`src/rtl/gpu_pkg.sv`:
```
// Shared GPU definitions: screen geometry, field widths and the queued pixel record.
// Latency: n/a (types and constants only).
// Backpressure: n/a.
package gpu_pkg;

  localparam int X_W      = 10;
  localparam int Y_W      = 9;
  localparam int COLOR_W  = 8;
  localparam int SCREEN_W = 640;
  localparam int SCREEN_H = 480;
  localparam int ADDR_W   = 19;

  // One framebuffer write: linear address plus color.
  typedef struct packed {
    logic [ADDR_W-1:0]  addr;
    logic [COLOR_W-1:0] color;
  } pixel_t;

endpackage

```
`src/rtl/pixel_fifo.sv`:
```
// Synchronous FIFO with registered count; head entry readable combinationally.
// Latency: a push is visible at dout_o the cycle after it is written.
// Backpressure: pushes while full and pops while empty are ignored.
//
// Ports: clk/reset (sync, active-high); push_i/din_i write; pop_i read;
//        dout_o head entry; count_o occupancy (0..DEPTH); full_o/empty_o flags.
module pixel_fifo #(
  parameter int W     = 8,
  parameter int DEPTH = 4,
  parameter int CW    = $clog2(DEPTH + 1)
) (
  input  logic          clk,
  input  logic          reset,
  input  logic          push_i,
  input  logic [W-1:0]  din_i,
  input  logic          pop_i,
  output logic [W-1:0]  dout_o,
  output logic [CW-1:0] count_o,
  output logic          full_o,
  output logic          empty_o
);

  localparam int PW = (DEPTH > 1) ? $clog2(DEPTH) : 1;

  logic [W-1:0]  mem_q [DEPTH];
  logic [PW-1:0] wr_ptr_q, rd_ptr_q;
  logic [CW-1:0] count_q;
  logic          do_push, do_pop;

  assign full_o  = (count_q == CW'(DEPTH));
  assign empty_o = (count_q == '0);
  assign do_push = push_i & ~full_o;
  assign do_pop  = pop_i & ~empty_o;

  // DEPTH is a power of two, so the pointers wrap by natural overflow.
  always_ff @(posedge clk) begin
    if (reset) begin
      wr_ptr_q <= '0;
      rd_ptr_q <= '0;
      count_q  <= '0;
    end else begin
      if (do_push) wr_ptr_q <= wr_ptr_q + 1'b1;
      if (do_pop)  rd_ptr_q <= rd_ptr_q + 1'b1;
      count_q <= count_q + CW'(do_push) - CW'(do_pop);
    end
  end

  always_ff @(posedge clk) begin
    if (do_push) mem_q[wr_ptr_q] <= din_i;
  end

  assign dout_o  = mem_q[rd_ptr_q];
  assign count_o = count_q;

endmodule

```
`src/rtl/pixel_write_slave.sv`:
```
// Pixel-write responder: bounds-check, linearise, queue and drain pixels to frame memory.
// Latency: accept at edge N -> mem_we from cycle N+2; drawdone 1 cycle after final mem_ack.
// Backpressure: waitrequest while queue full (registered count) or in reset.
//
// Ports: clk/reset (sync, active-high); write/pixel_x/pixel_y/color/waitrequest initiator side;
//        shapedone in, drawdone out (shape complete); mem_we/mem_addr/mem_wdata/mem_ack memory
//        side; oob_count saturating count of dropped out-of-bounds pixels.
module pixel_write_slave
  import gpu_pkg::*;
#(
  parameter int DEPTH = 4
) (
  input  logic               clk,
  input  logic               reset,
  input  logic               write,
  input  logic [X_W-1:0]     pixel_x,
  input  logic [Y_W-1:0]     pixel_y,
  input  logic [COLOR_W-1:0] color,
  output logic               waitrequest,
  input  logic               shapedone,
  output logic               mem_we,
  output logic [ADDR_W-1:0]  mem_addr,
  output logic [COLOR_W-1:0] mem_wdata,
  input  logic               mem_ack,
  output logic               drawdone,
  output logic [7:0]         oob_count
);

  localparam int CW = $clog2(DEPTH + 1);

  typedef enum logic {IDLE, ISSUE} drain_e;

  drain_e             state_q, state_d;
  pixel_t             push_pix, head_pix;
  logic [CW-1:0]      fifo_count;
  logic               fifo_full, fifo_empty;
  logic               accept, in_bounds, push, pop;
  logic [ADDR_W-1:0]  mem_addr_q;
  logic [COLOR_W-1:0] mem_wdata_q;
  logic               pending_q, pending_d;
  logic [7:0]         oob_q;

  // Full is taken from the registered count, so a pop in this cycle does not
  // open a slot for this cycle's write.
  assign waitrequest = reset | fifo_full;
  assign accept      = write & ~waitrequest;
  assign in_bounds   = (pixel_x < X_W'(SCREEN_W)) && (pixel_y < Y_W'(SCREEN_H));
  assign push        = accept & in_bounds;

  assign push_pix.addr  = ADDR_W'(pixel_y) * ADDR_W'(SCREEN_W) + ADDR_W'(pixel_x);
  assign push_pix.color = color;

  pixel_fifo #(
    .W     ($bits(pixel_t)),
    .DEPTH (DEPTH)
  ) u_fifo (
    .clk     (clk),
    .reset   (reset),
    .push_i  (push),
    .din_i   (push_pix),
    .pop_i   (pop),
    .dout_o  (head_pix),
    .count_o (fifo_count),
    .full_o  (fifo_full),
    .empty_o (fifo_empty)
  );

  // Drain FSM: state register
  always_ff @(posedge clk) begin
    if (reset) state_q <= IDLE;
    else       state_q <= state_d;
  end

  // Drain FSM: next state
  always_comb begin
    state_d = state_q;
    case (state_q)
      IDLE:    if (!fifo_empty)           state_d = ISSUE;
      ISSUE:   if (mem_ack && fifo_empty) state_d = IDLE;
      default:                            state_d = IDLE;
    endcase
  end

  // Drain FSM: outputs. An ack with more queued work pops straight into the
  // next request, giving one write per cycle when memory acks immediately.
  always_comb begin
    pop    = 1'b0;
    mem_we = 1'b0;
    case (state_q)
      IDLE:  pop = !fifo_empty;
      ISSUE: begin
        mem_we = 1'b1;
        pop    = mem_ack & !fifo_empty;
      end
      default: ;
    endcase
  end

  always_ff @(posedge clk) begin
    if (reset) begin
      mem_addr_q  <= '0;
      mem_wdata_q <= '0;
    end else if (pop) begin
      mem_addr_q  <= head_pix.addr;
      mem_wdata_q <= head_pix.color;
    end
  end

  assign mem_addr  = mem_addr_q;
  assign mem_wdata = mem_wdata_q;

  // A shape is done once nothing is queued and no request is outstanding.
  // A shapedone arriving with its last write sees that write already counted
  // in the queue next cycle, so it cannot fire early.
  assign drawdone  = ~reset & pending_q & (fifo_count == '0) & (state_q == IDLE);
  assign pending_d = shapedone | (pending_q & ~drawdone);

  always_ff @(posedge clk) begin
    if (reset) pending_q <= 1'b0;
    else       pending_q <= pending_d;
  end

  always_ff @(posedge clk) begin
    if (reset)                                      oob_q <= '0;
    else if (accept && !in_bounds && oob_q != 8'hFF) oob_q <= oob_q + 8'd1;
  end

  assign oob_count = oob_q;

endmodule

```
`config.mk`:
```
export PLATFORM = sky130hd
export DESIGN_NAME = pixel_write_slave
export DESIGN_NICKNAME = d
export VERILOG_FILES = /design/src/rtl/gpu_pkg.sv /design/src/rtl/pixel_fifo.sv /design/src/rtl/pixel_write_slave.sv
export SDC_FILE = /design/constraint.sdc
export NUM_CORES = 1
export LEC_CHECK = 0
export CORE_MARGIN = 4
export CORE_UTILIZATION = 60
export DETAILED_ROUTE_END_ITERATION = 8
export PLACE_DENSITY = 0.84
export SLEW_MARGIN = 10
export SYNTH_ARGS = -nofsm -noshare
export SYNTH_HDL_FRONTEND = slang
export SYNTH_SLANG_ARGS = --single-unit
```
`constraint.sdc`:
```
create_clock -name clk -period 8.2 [get_ports clk]
set_clock_uncertainty 0.05 [all_clocks]
set_input_delay 2.46 -clock clk [delete_from_list [all_inputs] [get_ports clk]]
set_output_delay 2.46 -clock clk [all_outputs]
set_load 0.02 [all_outputs]
```
Word-level counts from Yosys, hierarchy flattened --
Memory sizes are Yosys's and may differ from the RTL's. A register that Yosys moved wholly into a read port is not among the register bits. Index checks and enable logic that the tools add are counted.
Word-level totals: register bits after elaboration 17, latch bits 0, bits in writable memories 108, memory bits (read-only) 0, input bits 32, memories kept 1
Memory list:
- u_fifo.mem_q | depth 4, width 27, read ports 1, clocked after Yosys merged registers in 1, write ports 1, line pixel_fifo.sv:25 | logic [W-1:0] mem_q [DEPTH];
Operators by class: add/sub/neg operators 6, multipliers 1, divide/modulo/power cells 0, magnitude comparators 2, equal/unequal tests 2, shifts and indexed selects 0, mux-type cells 7, bitwise gates (word level) 17, reduce and logical (&&, ||, !) cells 7
Operators with widths (count):
- 19-bit by 10-bit adder with 19-bit output | 1
- 9-bit by 3-bit multiplier with 12-bit output, second input constant | 1
- 10-bit less-than comparator, second input constant | 1
- 1-bit AND | 9
- 9-bit less-than comparator, second input constant | 1
- 8-bit by 1-bit adder with 8-bit output, second input constant | 1
- 8-bit != test, second input constant | 1
- 1-bit NOT | 6
- 1-bit 2-to-1 mux | 5
- 2-bit by 1-bit adder with 2-bit output, second input constant | 2
- 1-bit logical AND | 4
- 1-bit case mux with 2 select lines | 2
- 3-bit by 1-bit adder with 3-bit output | 1
- 3-bit equality test, second input constant | 1
- 3-bit logical NOT | 1
- 3-bit by 1-bit subtractor with 3-bit output | 1
- 1-bit logical NOT | 2
- 1-bit OR | 2

Longest topological paths before layout --
depth after elaboration 8, depth in mapped cells 12, depth with buffers taken out 10

Cells and area by module --
A second synthesis with hierarchy kept.
Unflattened totals: cells, all modules 436, area total of the unflattened synthesis 6412.4 um2
By module, submodules not included:
- pixel_fifo | instances 1, cells an instance 192, area each 4425.5 um2, sequential area each 3423.3 um2
- pixel_write_slave | instances 1, cells an instance 244, area each 1986.9 um2, sequential area each 740.7 um2

Worst setup path before layout --
OpenSTA, ideal clock, no wires.
path type input port to output port, start point input reset, end point output drawdone, data arrival time 2.935 ns, required time 5.690 ns, slack 2.755 ns, stages 4, cell sequence buf_2 nor2_1 nand3_1 inv_1
On the way: cells in the longest elaborated chain, start to end 4
Ends and longest elaborated chain:
- start, declared | line pixel_write_slave.sv:14 | input logic reset,
- 1-bit NOT | line pixel_write_slave.sv:115 | assign drawdone = ~reset & pending_q & (fifo_count == '0) & (state_q == IDLE);
- 1-bit AND (3 in a row) | line pixel_write_slave.sv:115
- end, declared | line pixel_write_slave.sv:25 | output logic drawdone,
Every way passes these cells.

Worst setup path after layout --
start point input reset, end point output waitrequest
On the way: cells in the longest elaborated chain, start to end 1
Ends and longest elaborated chain:
- 1-bit OR | line pixel_write_slave.sv:45 | assign waitrequest = reset | fifo_full;
- end, declared | line pixel_write_slave.sv:19 | output logic waitrequest,
Every way passes these cells.

==> results.md <==
* Mapped Cells at roughly 440
* Cell taking the most area after synthesis: edfxtp_1
* Post-Route WL at between 10 and 15 mm
* Slew Limit Headroom at 28.2%
* Setup TNS at 0 ns
* Total of max-cap violations at 0
* Reg2reg start: u_fifo.count_o[1]
* Placed Area at just over 7000 sq um
* Util after Layout at between 70% and 80%
* Max VDD drop at roughly 0.00017 V
* N_diodes at 0
* Final instance area at 7740 sq um
* Die H at 111 microns
* Pin count of the biggest net entering global routing at 48
* Register area share after synthesis at around 65%
* Layout Area Growth over Synthesis at 21.3%
* Worst hold start: mem_addr[1]
* Number of global-route vias before repair at 4009
* Min cycle time layout at between 6 and 7 ns
* Mapped Area at 6390 sq um
* Worst min-delay path class: flop to flop
* Final Hold Slack at ~0.40 ns
* IO Port Bufs at between 60 and 70
* FF/Latch Area at 4130 sq um
* DP Wirelength at between 7 and 8 mm
* CTS tree: done
* CTS buffer count at 17
* Cell depth of the worst hold path at 2
* CP cell instances: buf_2, or2_2, clkdlybuf4s50_1
* DRC violations left at 0
* CTS root buf: clkbuf_8
* First drt pass iteration count at 6
* Max clock buf depth at 2
* Setup Viol. Count Final at 0
* Vias at between 3000 and 4000
* Status: complete, no violations
* H-tree levels at 4
* Hold buffers post-CTS at 0
* YS warnings at 0
* Setup repair after global routing missed its margin: false
* Initial DRC count at approximately 320
* Period utilisation layout at about 79%
* CTS resizes at 0
* Critical path's slowest cell: buf_2
* Die Span X at between 100 and 150 microns
* Final antenna-violating net count at 0
* Crit path arrival time at about 4 ns
* CP startpoint kind: input pin
* Hold violation count in the final report at 0
* Hold EP: mem_addr[1]
* Top-area cell type share of the netlist area at roughly half
* Clock slew at reported path FFs at approximately 0.060 ns
* Io pins at 70
* CP peak stage delay at ~0.64 ns
* Multi-input gate area at about 2100 sq um
* Number of max-slew violations in the final report at 0
* Initial antenna violation count at 0
* Flops & latches, synth at 152
* Synth Area per Inst at 14.4 sq um
* CORE AREA at around 10000 sq um
* Total power at around 2.3 mW
* Post-CTS setup-driven buffer insertion count at 0
* Clk sinks at 152
* Reg-to-reg slack, setup at about 4.8 ns
* Netlist cell types at between 40 and 50
* Synth top area cells: edfxtp_1, dfxtp_1, mux4_2
* Most frequent cells in the layout: edfxtp_1, clkdlybuf4s50_1, nand2_1
* Worst setup path category: input pin to primary output
* Share of post-route cells with drive strength above 1 at 13.7%
* Rows at 37
* Starting Density at about three fifths
* WL per Instance at between 15 and 20 microns
* Worst R2R End: u_fifo.count_o[2]
* Critical Path RT at between 5 and 6 ns
* Leakage at 2.69 nW
* Global-route wire length before repair at between 15 and 20 mm
* Commonest non-fill, non-tap cell in the layout: edfxtp_1
* Final #Nets at 578
* Synthesized Nets at 501
* Grt ovf at 0
* Worst-skew pair later-pin latency at around 0.52 ns
* Critical Path End Type: primary output
* Post-synth EDFFs at approximately 110
* Maximum fanout along the worst path at 47
* Fmax at about 150 MHz
* Full die area at between 10000 and 15000 sq um
* Slew @ Worst Pin at around 1.1 ns
* FF-to-FF path depth at 11
* Synth async-reset ratio at 0%
* Final-layout fill cell count at 614
* Power density over cell area at between 200 and 300 nW/um^2
* Total global-route track usage at 21.1%
* Ys flop type: edfxtp_1
* Vias per cell at 5.78
* Gpl congestion at around 0.77
## worst max path at each step
stage,startpoint,to,slack (ns),cells past startpoint
floorplan,reset,drawdone,2.75,4
global placement,reset,waitrequest,1.74,3
detailed placement,reset,waitrequest,1.71,3
CTS,reset,waitrequest,1.71,3
global route,reset,drawdone,1.60,5
finish,reset,waitrequest,1.72,3
## critical path: cells and delay by family
kind                   cells  cell delay (ns)
and+or+nand+nor            1             0.26
buffers and inverters      2             1.25
## per-layer routing
| layer | global-route usage (%) | up-vias | wire [microns] |
|---|---|---|---|
| li1 | - | 1796 | - |
| met1 | 24.6 | 1907 | 4820 |
| met2 | 36.1 | 140 | 6400 |
| met3 | 6.88 | 21 | 699 |
| met4 | 8.27 | 0 | 252 |
| met5 | 0 | - | 0 |
## state kept, by name (all words and copies together), names as in the netlist
name / count
mem_addr: 19
mem_wdata: 8
oob_count: 8
pending_q: 1
state_q: 1
u_fifo.count_o: 3
u_fifo.mem_q: 108
u_fifo.rd_ptr_q: 2
u_fifo.wr_ptr_q: 2
## cell usage after synthesis, drive strengths merged, types with 3 or more instances
library cell and n:
edfxtp 108, nand2 63, dfxtp 44, a21oi 36, mux4 27, ha 24, nor2 19, xnor2 17
inv 16, buf 12, nand3 7, nor3 6, and2 5, clkbuf 5, xor2 5, a21o 4
nand2b 4, nor2b 4, o21ai 4, fa 3, nand4 3, nor3b 3
## cell type report
| cell class | instances | share of cell area [%] |
|---|---|---|
| clock buffer | 20 | 5.49 |
| multi-input combinational | 257 | 27.5 |
| inverter | 16 | 0.776 |
| sequential | 152 | 53.3 |
| clock inverter | 12 | 1.36 |
| tap | 136 | 2.20 |
| timing repair buffer | 75 | 9.44 |
## report_power, final
part | total, mW | internal (mW) | switching (mW)
clock network | 0.690 | 0.400 | 0.290
registers | 0.992 | 0.916 | 0.0765
logic | 0.622 | 0.295 | 0.327
## logic make-up after synthesis
kind of cell	count (synthesis)	synth area share, %
DFF	152	64.6
and+or+nand+nor	123	9.15
AOI/OAI and AO/OA	56	5.66
buffers and inverters	33	2.12
muxes	29	9.84
adders and majority gates	27	5.64
xor gates and xnor gates	22	3.02
## metrics by stage
step | std cells | worst slack (ns)
floorplan | 442 | 2.75
global placement | 636 | 1.74
detailed placement | 636 | 1.71
CTS | 668 | 1.71
global route | 668 | 1.60
finish | 668 | 1.72
No activity file was read; power rests on OpenSTA's default activity.
